`src/rtl/ram_bist_ctrl.sv`:
```
// ram_bist_ctrl -- built-in self-test initiator for a single-port synchronous RAM.
//
// Walks START_ADDR..END_ADDR in steps of STRIDE. It writes the pattern
// (addr - PAT_OFFSET) mod 2^DATA_W, then reads the same walk back. Each read
// is compared one cycle later, against an expectation held in a 1-stage
// pipeline. This matches the RAM's 1-cycle read latency.
//
// Optional feature macro: RAM_BIST_INV_PASS_EN
//   Adds a second WRITE/READ/DRAIN pass with the inverted pattern. Errors
//   accumulate across both passes.
//
// Ports:
//   clk, rst            clock, asynchronous active-high reset
//   start               begin a test (sampled only while idle)
//   busy                high from the cycle after start through the done cycle
//   done                one-cycle end-of-test pulse
//   pass                test result, valid from done until the next start
//   err_count           saturating mismatch count
//   fail_addr/fail_data address and read data of the first mismatch
//   mem_we/mem_addr/mem_data_in  RAM write/address side
//   mem_data_out        RAM read data (1-cycle latency)
module ram_bist_ctrl #(
  parameter int ADDR_W     = 20,
  parameter int DATA_W     = 8,
  parameter int START_ADDR = 1,
  parameter int END_ADDR   = 23,
  parameter int STRIDE     = 2,
  parameter int PAT_OFFSET = 1
) (
  input  logic              clk,
  input  logic              rst,
  input  logic              start,
  output logic              busy,
  output logic              done,
  output logic              pass,
  output logic [7:0]        err_count,
  output logic [ADDR_W-1:0] fail_addr,
  output logic [DATA_W-1:0] fail_data,
  output logic              mem_we,
  output logic [ADDR_W-1:0] mem_addr,
  output logic [DATA_W-1:0] mem_data_in,
  input  logic [DATA_W-1:0] mem_data_out
);

  typedef enum logic [2:0] {
    S_IDLE  = 3'd0,
    S_WRITE = 3'd1,
    S_READ  = 3'd2,
    S_DRAIN = 3'd3,
    S_DONE  = 3'd4
  } state_t;

  localparam logic [ADDR_W-1:0] START_A  = ADDR_W'(START_ADDR);
  // End and stride are kept one bit wider so the last-address test cannot wrap.
  localparam logic [ADDR_W:0]   END_W    = (ADDR_W+1)'(END_ADDR);
  localparam logic [ADDR_W:0]   STRIDE_W = (ADDR_W+1)'(STRIDE);
  localparam bit                EMPTY    = (END_ADDR < START_ADDR);

  // Address-derived data pattern. The subtraction is widened so that the
  // modulo-2^DATA_W result is correct for any ADDR_W/DATA_W relation.
  function automatic logic [DATA_W-1:0] pattern(input logic [ADDR_W-1:0] a);
    return DATA_W'((ADDR_W+DATA_W)'(a) - (ADDR_W+DATA_W)'(PAT_OFFSET));
  endfunction

  state_t              state_q, state_d;
  logic [ADDR_W-1:0]   addr_q, addr_d;
  logic                we_q, we_d;
  logic [DATA_W-1:0]   wdata_q, wdata_d;
  logic                busy_q, busy_d;
  logic                done_q, done_d;
  logic                pass_q, pass_d;
  logic [7:0]          err_q, err_d;
  logic [ADDR_W-1:0]   fail_addr_q, fail_addr_d;
  logic [DATA_W-1:0]   fail_data_q, fail_data_d;
  logic [DATA_W-1:0]   exp_data_q, exp_data_d;
  logic [ADDR_W-1:0]   exp_addr_q, exp_addr_d;
  logic                cmp_vld_q, cmp_vld_d;
  logic                inv_q, inv_d;

  logic [ADDR_W:0]     nxt_w_s;
  logic                last_s;
  logic                mismatch_s;
  logic [DATA_W-1:0]   mask_s;

  // Next walk address and the "this is the final address" decision.
  always_comb begin
    nxt_w_s = {1'b0, addr_q} + STRIDE_W;
    last_s  = (nxt_w_s > END_W);
    mask_s  = {DATA_W{inv_q}};
  end

  // Next-state, datapath and output logic.
  always_comb begin
    state_d     = state_q;
    addr_d      = addr_q;
    we_d        = 1'b0;
    wdata_d     = wdata_q;
    busy_d      = busy_q;
    done_d      = 1'b0;
    pass_d      = pass_q;
    err_d       = err_q;
    fail_addr_d = fail_addr_q;
    fail_data_d = fail_data_q;
    exp_data_d  = exp_data_q;
    exp_addr_d  = exp_addr_q;
    cmp_vld_d   = 1'b0;
    inv_d       = inv_q;

    // The data on mem_data_out belongs to the address registered last cycle.
    mismatch_s = cmp_vld_q && (mem_data_out != exp_data_q);
    if (mismatch_s) begin
      if (err_q != 8'hFF) begin
        err_d = err_q + 8'd1;
      end else begin
        err_d = err_q;
      end
      // Only the first mismatch of a test is recorded.
      if (err_q == 8'd0) begin
        fail_addr_d = exp_addr_q;
        fail_data_d = mem_data_out;
      end else begin
        fail_addr_d = fail_addr_q;
        fail_data_d = fail_data_q;
      end
    end else begin
      err_d = err_q;
    end

    case (state_q)
      S_IDLE: begin
        if (start) begin
          busy_d      = 1'b1;
          pass_d      = 1'b0;
          err_d       = 8'd0;
          fail_addr_d = '0;
          fail_data_d = '0;
          inv_d       = 1'b0;
          addr_d      = START_A;
          if (EMPTY) begin
            state_d = S_DONE;
            done_d  = 1'b1;
            pass_d  = 1'b1;
          end else begin
            state_d = S_WRITE;
            we_d    = 1'b1;
            wdata_d = pattern(START_A);
          end
        end else begin
          state_d = S_IDLE;
        end
      end
      S_WRITE: begin
        if (last_s) begin
          state_d = S_READ;
          addr_d  = START_A;
          wdata_d = '0;
        end else begin
          addr_d  = nxt_w_s[ADDR_W-1:0];
          we_d    = 1'b1;
          wdata_d = pattern(nxt_w_s[ADDR_W-1:0]) ^ mask_s;
        end
      end
      S_READ: begin
        cmp_vld_d  = 1'b1;
        exp_data_d = pattern(addr_q) ^ mask_s;
        exp_addr_d = addr_q;
        if (last_s) begin
          state_d = S_DRAIN;
        end else begin
          addr_d = nxt_w_s[ADDR_W-1:0];
        end
      end
      S_DRAIN: begin
`ifdef RAM_BIST_INV_PASS_EN
        if (!inv_q) begin
          state_d = S_WRITE;
          inv_d   = 1'b1;
          addr_d  = START_A;
          we_d    = 1'b1;
          wdata_d = ~pattern(START_A);
        end else begin
          state_d = S_DONE;
          done_d  = 1'b1;
          pass_d  = (err_d == 8'd0);
        end
`else
        state_d = S_DONE;
        done_d  = 1'b1;
        pass_d  = (err_d == 8'd0);
`endif
      end
      S_DONE: begin
        state_d = S_IDLE;
        busy_d  = 1'b0;
      end
      default: begin
        state_d = S_IDLE;
        busy_d  = 1'b0;
      end
    endcase
  end

  // State and output registers; reset takes effect immediately.
  always_ff @(posedge clk or posedge rst) begin
    if (rst) begin
      state_q     <= S_IDLE;
      addr_q      <= '0;
      we_q        <= 1'b0;
      wdata_q     <= '0;
      busy_q      <= 1'b0;
      done_q      <= 1'b0;
      pass_q      <= 1'b0;
      err_q       <= 8'd0;
      fail_addr_q <= '0;
      fail_data_q <= '0;
      exp_data_q  <= '0;
      exp_addr_q  <= '0;
      cmp_vld_q   <= 1'b0;
      inv_q       <= 1'b0;
    end else begin
      state_q     <= state_d;
      addr_q      <= addr_d;
      we_q        <= we_d;
      wdata_q     <= wdata_d;
      busy_q      <= busy_d;
      done_q      <= done_d;
      pass_q      <= pass_d;
      err_q       <= err_d;
      fail_addr_q <= fail_addr_d;
      fail_data_q <= fail_data_d;
      exp_data_q  <= exp_data_d;
      exp_addr_q  <= exp_addr_d;
      cmp_vld_q   <= cmp_vld_d;
      inv_q       <= inv_d;
    end
  end

  assign busy        = busy_q;
  assign done        = done_q;
  assign pass        = pass_q;
  assign err_count   = err_q;
  assign fail_addr   = fail_addr_q;
  assign fail_data   = fail_data_q;
  assign mem_we      = we_q;
  assign mem_addr    = addr_q;
  assign mem_data_in = wdata_q;

endmodule

```
`config.mk`:
```
export PLATFORM = sky130hd
export DESIGN_NAME = ram_bist_ctrl
export DESIGN_NICKNAME = d
export VERILOG_FILES = /design/src/rtl/ram_bist_ctrl.sv
export SDC_FILE = /design/constraint.sdc
export NUM_CORES = 1
export LEC_CHECK = 0
export ABC_AREA = 1
export CAP_MARGIN = 40
export CORE_AREA = 2 2 98 100
export DETAILED_ROUTE_END_ITERATION = 7
export DIE_AREA = 0 0 100 102
export MAX_ROUTING_LAYER = met4
export PLACE_DENSITY = 0.83
export SLEW_MARGIN = 10
export SYNTH_ARGS = -nofsm -noshare
export SYNTH_HDL_FRONTEND = slang
export SYNTH_SLANG_ARGS = --single-unit
export TNS_END_PERCENT = 1
```
`constraint.sdc`:
```
create_clock -name clk -period 4.95 [get_ports clk]
set_clock_uncertainty 0.05 [all_clocks]
set_input_delay 0.99 -clock clk [delete_from_list [all_inputs] [get_ports clk]]
set_output_delay 0.99 -clock clk [all_outputs]
set_load 0.03 [all_outputs]
```
# Yosys cells after proc, flatten, opt, wreduce, memory -nomap -nowiden
# Index checks and enable logic that the tools add are counted.
# word_totals
reg_bits,100
elab_cells,73
# op_classes
addsub,4
n_lt_le_gt_ge,1
eq_ne,9
n_mux,32
bitwise_logic,1
reduce_logical,13
# ops
op,count
$mux W20,7
$mux W8,10
$pmux W20 S3,1
$add A20 B2 Y21 const B,1
$gt A21 B5 Y1 const B,1
$logic_not A8 Y1,2
$pmux W8 S2,1
$sub A8 B1 Y8 const B,2
$pmux W3 S4,1
$add A8 B1 Y8 const B,1
$ne A2 B2 Y1 const B,4
$ne A8 B8 Y1,1
$ne A8 B8 Y1 const B,1
$reduce_and A2 Y1,4
$mux W1,7
$eq A3 B2 Y1 const B,2
$mux W3,2
$pmux W1 S2,3
$reduce_bool A2 Y1,2
$eq A3 B1 Y1 const B,1
$logic_not A3 Y1,1
$reduce_and A3 Y1,1
$reduce_bool A3 Y1,1
$reduce_or A3 Y1,1
2 further kinds,2

# Depth between registers and ports, before layout
# depth
depth_word,5
mapped_depth,16
depth_no_buf,16

# Least setup slack after synthesis
# No wires, ideal clock.
# synth_timing
kind,reg2reg
start,reg addr_q[1] (netlist: mem_addr[1])
end,reg addr_q[5] (netlist: mem_addr[5])
arrival_ns,2.284
required_time_ns,4.785
setup_slack_ns,2.500
path_stages_with_launch,16
path_buffers,1
synth_period_minus_slack_ns,2.450
path_cell_list,dfrtp_1 ha_1 nand3_1 nor2_1 nand3_1 nand2_1 nand2_1 nor2_2 nand2_2 nor2_8 nand3_2 nand2_2 nand3b_4 buf_6 nand2_1 inv_1
# synth_between
elab_chain_cells,4
elab_cells_between_ends,7
# synth_lines
item,line,source
start: declaration,66,"logic [ADDR_W-1:0] addr_q, addr_d;"
start signal: assignment,222,addr_q <= addr_d;
$add A20 B2 Y21 *,87,"nxt_w_s = {1'b0, addr_q} + STRIDE_W;"
$gt A21 B5 Y1,88,last_s = (nxt_w_s > END_W);
$mux W20 or $ne A2 B2 Y1 (tied branches),n/a,
$pmux W20 S3 or $reduce_and A3 Y1 (tied branches),n/a,
# Mark *: on every way between the ends. The rest lies on a longest branch, timed or not. The select of a mux whose other input is x is not followed.
# A chain may end at the register's enable or synchronous reset.

# Worst setup path in the final report
# layout_timing
start,in mem_data_out[6]
end,reg fail_addr_q[15] (netlist: fail_addr[15])
# layout_between
elab_chain_cells,5
# layout_lines
item,line,source
start: declaration,42,input logic [DATA_W-1:0] mem_data_out
$ne A8 B8 Y1 *,110,mismatch_s = cmp_vld_q && (mem_data_out != exp_data_q);
$logic_and A1 B1 Y1 *,110,
$mux W20 *,111,if (mismatch_s) begin
$mux W20,131,if (start) begin
$mux W20 *,129,case (state_q)
named net fail_addr_d[15],73,"logic [ADDR_W-1:0] fail_addr_q, fail_addr_d;"
end signal: assignment,229,fail_addr_q <= fail_addr_d;
end: declaration,73,
# Mark *: on every way through the listed nets, which the timed path passes. The rest lies on a longest branch.

==> results_dict.tcl <==
set metrics [dict create \
    synthFlopType "dfrtp_1" \
    peakVddDrop_v 0.000385 \
    yosys-top-cells-area "dfrtp_1, nand2_1, inv_1" \
    die_width_um 100 \
    place_ws_ns 1.73 \
    fin_area_sq_mm 0.00624 \
    ctsHtreeMaxLevel 3 \
    rows 35 \
    total_power_mw 3.23 \
    final_antenna_net_count 0 \
    clk_latency_ns 0.37 \
    rsz0062_at_grt "false" \
    cts_resized 0 \
    antenna_cells 0 \
    first_global_vias 4243 \
    multi_input_area_sq_mm 0.00218 \
    switching_share 0.444 \
    first_iter_violations 303 \
    syn_to_final_growth_pct 21.6 \
    finalSetupViolCount 0 \
    finalSetupTns_ns 0 \
    yosys.area.top_type "dfrtp_1" \
    outcome "finished clean" \
    placed_area_sq_mm 0.00601 \
    place.port_buffers 78 \
    grt_max_degree 72 \
    relSlewSlack 0.401 \
    post-cts-setup-buffer-count 0 \
    wl_per_cell_um 14.7 \
    comb_power_share 0.458 \
    vias_per_cell 5.33 \
    yosys_register_bits 100 \
    syn_inst 649 \
    cp_top_family "buffers and inverters" \
    crit_required_ns 5.20 \
    finalCriticalPeriod_ns 2.85 \
    cp_max_fo 56 \
    async_flop_share 1.00 \
    overflow 0 \
    start_util 0.563 \
    fillCellCount 760 \
    clockBufferDepth 2 \
    dp_cells 824 \
    ios 79 \
    finalHoldViolations 0 \
    cpMostUsedCell "nand2_1" \
    slew_violations 0 \
    period_share 0.575 \
    fmaxAchievable_ghz 0.351 \
    track_usage 0.265 \
    synth_top_area_share 0.488 \
    grt_pass1_wl_mm 20.7 \
    path_class "primary input to flip-flop" \
    postRouteWirelength_mm 12.4 \
    yosysSeqAreaShare 0.488 \
    ys_top_cells_by_count "nand2_1, dfrtp_1, inv_1, o21ai_0, nor2_1" \
    setup_ws_ns 2.10 \
    synth_warnings 0 \
    power.density_mw_per_mm2 517 \
    clockRootBuffer "clkbuf_8" \
    drv_cap 0 \
    seq_power_share 0.379 \
    cpMaxStageDelayCell "clkdlybuf4s50_1" \
    vias 4484 \
    synth_area_per_cell_sq_um 7.91 \
    dieArea_sq_mm 0.0102 \
    intPower_mw 1.79 \
    cts_tree "done" \
    clkPwrFrac 0.163 \
    ctsHoldBuffers 0 \
    finalNonFillerCells 841 \
    ff_latch_area_sq_mm 0.00250 \
    worst-slew-pin-transition_ns 0.892 \
    layout.nets 745 \
    drt_pass1_iterations 5 \
    core_sq_mm 0.00911 \
    p_leak_nw 3.00 \
    drc_errors 0 \
    synthesis.nets 669 \
    path_cells "clkdlybuf4s50_1, inv_1, nand2_1, nand4_1, nor3_1, nand2_1, nand2_1, inv_1, nand3_1, buf_4, o21ai_0, a21oi_1" \
    postLayoutCoreUtil 0.685 \
    cts.sinks 100 \
    cp.arrival_ns 3.10 \
    cts_buffers 9 \
    die_h_um 102 \
    path_clk_slew_ns 0.11 \
    yosysUniqueCellTypes 33 \
    hold_path.class "flip-flop to flip-flop" \
    dpl.hpwl_mm 9.04 \
    p_switching_mw 1.43 \
    synth_edf_count 0 \
    synth.cell_area_sq_mm 0.00513 \
    yosysMostFrequentCell "nand2_1" \
    cp-start-kind "primary input" \
    antenna_found_initial 0 \
    layout-drive-gt1-share 0.0918 \
    end_kind "flip-flop" \
    crit_path_max_incr_delay_ns 0.51 \
    routabilityCongestion 0.932 \
    hold_ws_ns 0.443 \
    crit_buf_inv 4 \
]
-- cell usage in the layout (no fill, tap or decap), types with 2 or more instances in the layout --
master and n:
ha_1 9, o21ai_0 64, buf_4 5, inv_8 2, clkbuf_8 9, inv_1 85, clkdlybuf4s50_1 78, nor2_2 8
nor2_1 51, a21oi_1 36, nand3_2 4, xnor2_1 4, nand2_1 159, nor2_4 3, nand4_1 15, inv_2 10
dfrtp_1 100, xor2_1 16, nand3_1 22, nand2_2 15, clkinv_4 3, clkinv_8 2, o21ai_1 8, nor3_1 10
-- state kept, by name, summed over array words and instances, names as in the netlist, 3 cells and up --
signal	cells
exp_addr_q	20
fail_addr	20
mem_addr	20
err_count	8
exp_data_q	8
fail_data	8
mem_data_in	8
state_q	3
-- path summary, 6_finish.rpt --
check	startpoint	end	slack [ns]	cells after the start
setup / recovery	mem_data_out[6]	fail_addr[15]	2.10	12
hold reg to reg	exp_addr_q[11]	exp_addr_q[11]	0.44	2
min in group asynchronous	rst	fail_addr[8]	0.77	2
setup reg to reg	mem_addr[1]	mem_addr[2]	2.21	14
max in group asynchronous	rst	mem_addr[7]	3.13	4
hold / removal	exp_addr_q[11]	exp_addr_q[11]	0.44	2
-- cell type report --
type,count,share of cell area
clock buffers,9,0.0199
multi-input cells,433,0.350
clock inverters,7,0.0130
flip-flops and latches,100,0.401
inverters,97,0.0588
repair buffers,84,0.136
well taps,111,0.0223
-- layer usage --
metal / up-vias / part of all wire / GRT usage
li1: 2200 / - / -
met1: 2135 / 0.46 / 0.360
met2: 137 / 0.48 / 0.427
met3: 12 / 0.051 / 0.0424
met4: 0 / 0.011 / 0.0569
met5: - / 0 / -
-- power groups by stage --
stage | Clock [mW] | Combinational [mW] | Sequential [mW]
final | 0.525 | 1.48 | 1.22
after global routing | 0.573 | 1.62 | 1.25
after CTS | 0.532 | 1.48 | 1.22
after detailed placement | 0 | 1.47 | 1.23
after global placement | 0 | 1.43 | 1.22
after floorplan | 0 | 0.612 | 1.54
-- worst reg2reg max path, delay by kind of cell (launching register included) --
kind | cells | cell delay [ns]
AND/OR/NAND/NOR | 12 | 1.61
flip-flops | 1 | 0.56
adder cells (fa/ha/maj) | 1 | 0.30
buffers and inverters | 1 | 0.11
-- kinds of logic (layout without fill, tap and decap cells) --
logic type               after synthesis  count (layout)  synth area share
XOR/XNOR                              20              20            0.0341
AND/OR/NAND/NOR                      292             292             0.257
adder cells (fa/ha/maj)                9               9            0.0219
flip-flops                           100             100             0.488
buffers and inverters                116             197            0.0875
AO/OA/AOI/OAI                        112             112             0.112
(Power assumes the default switching activity.)
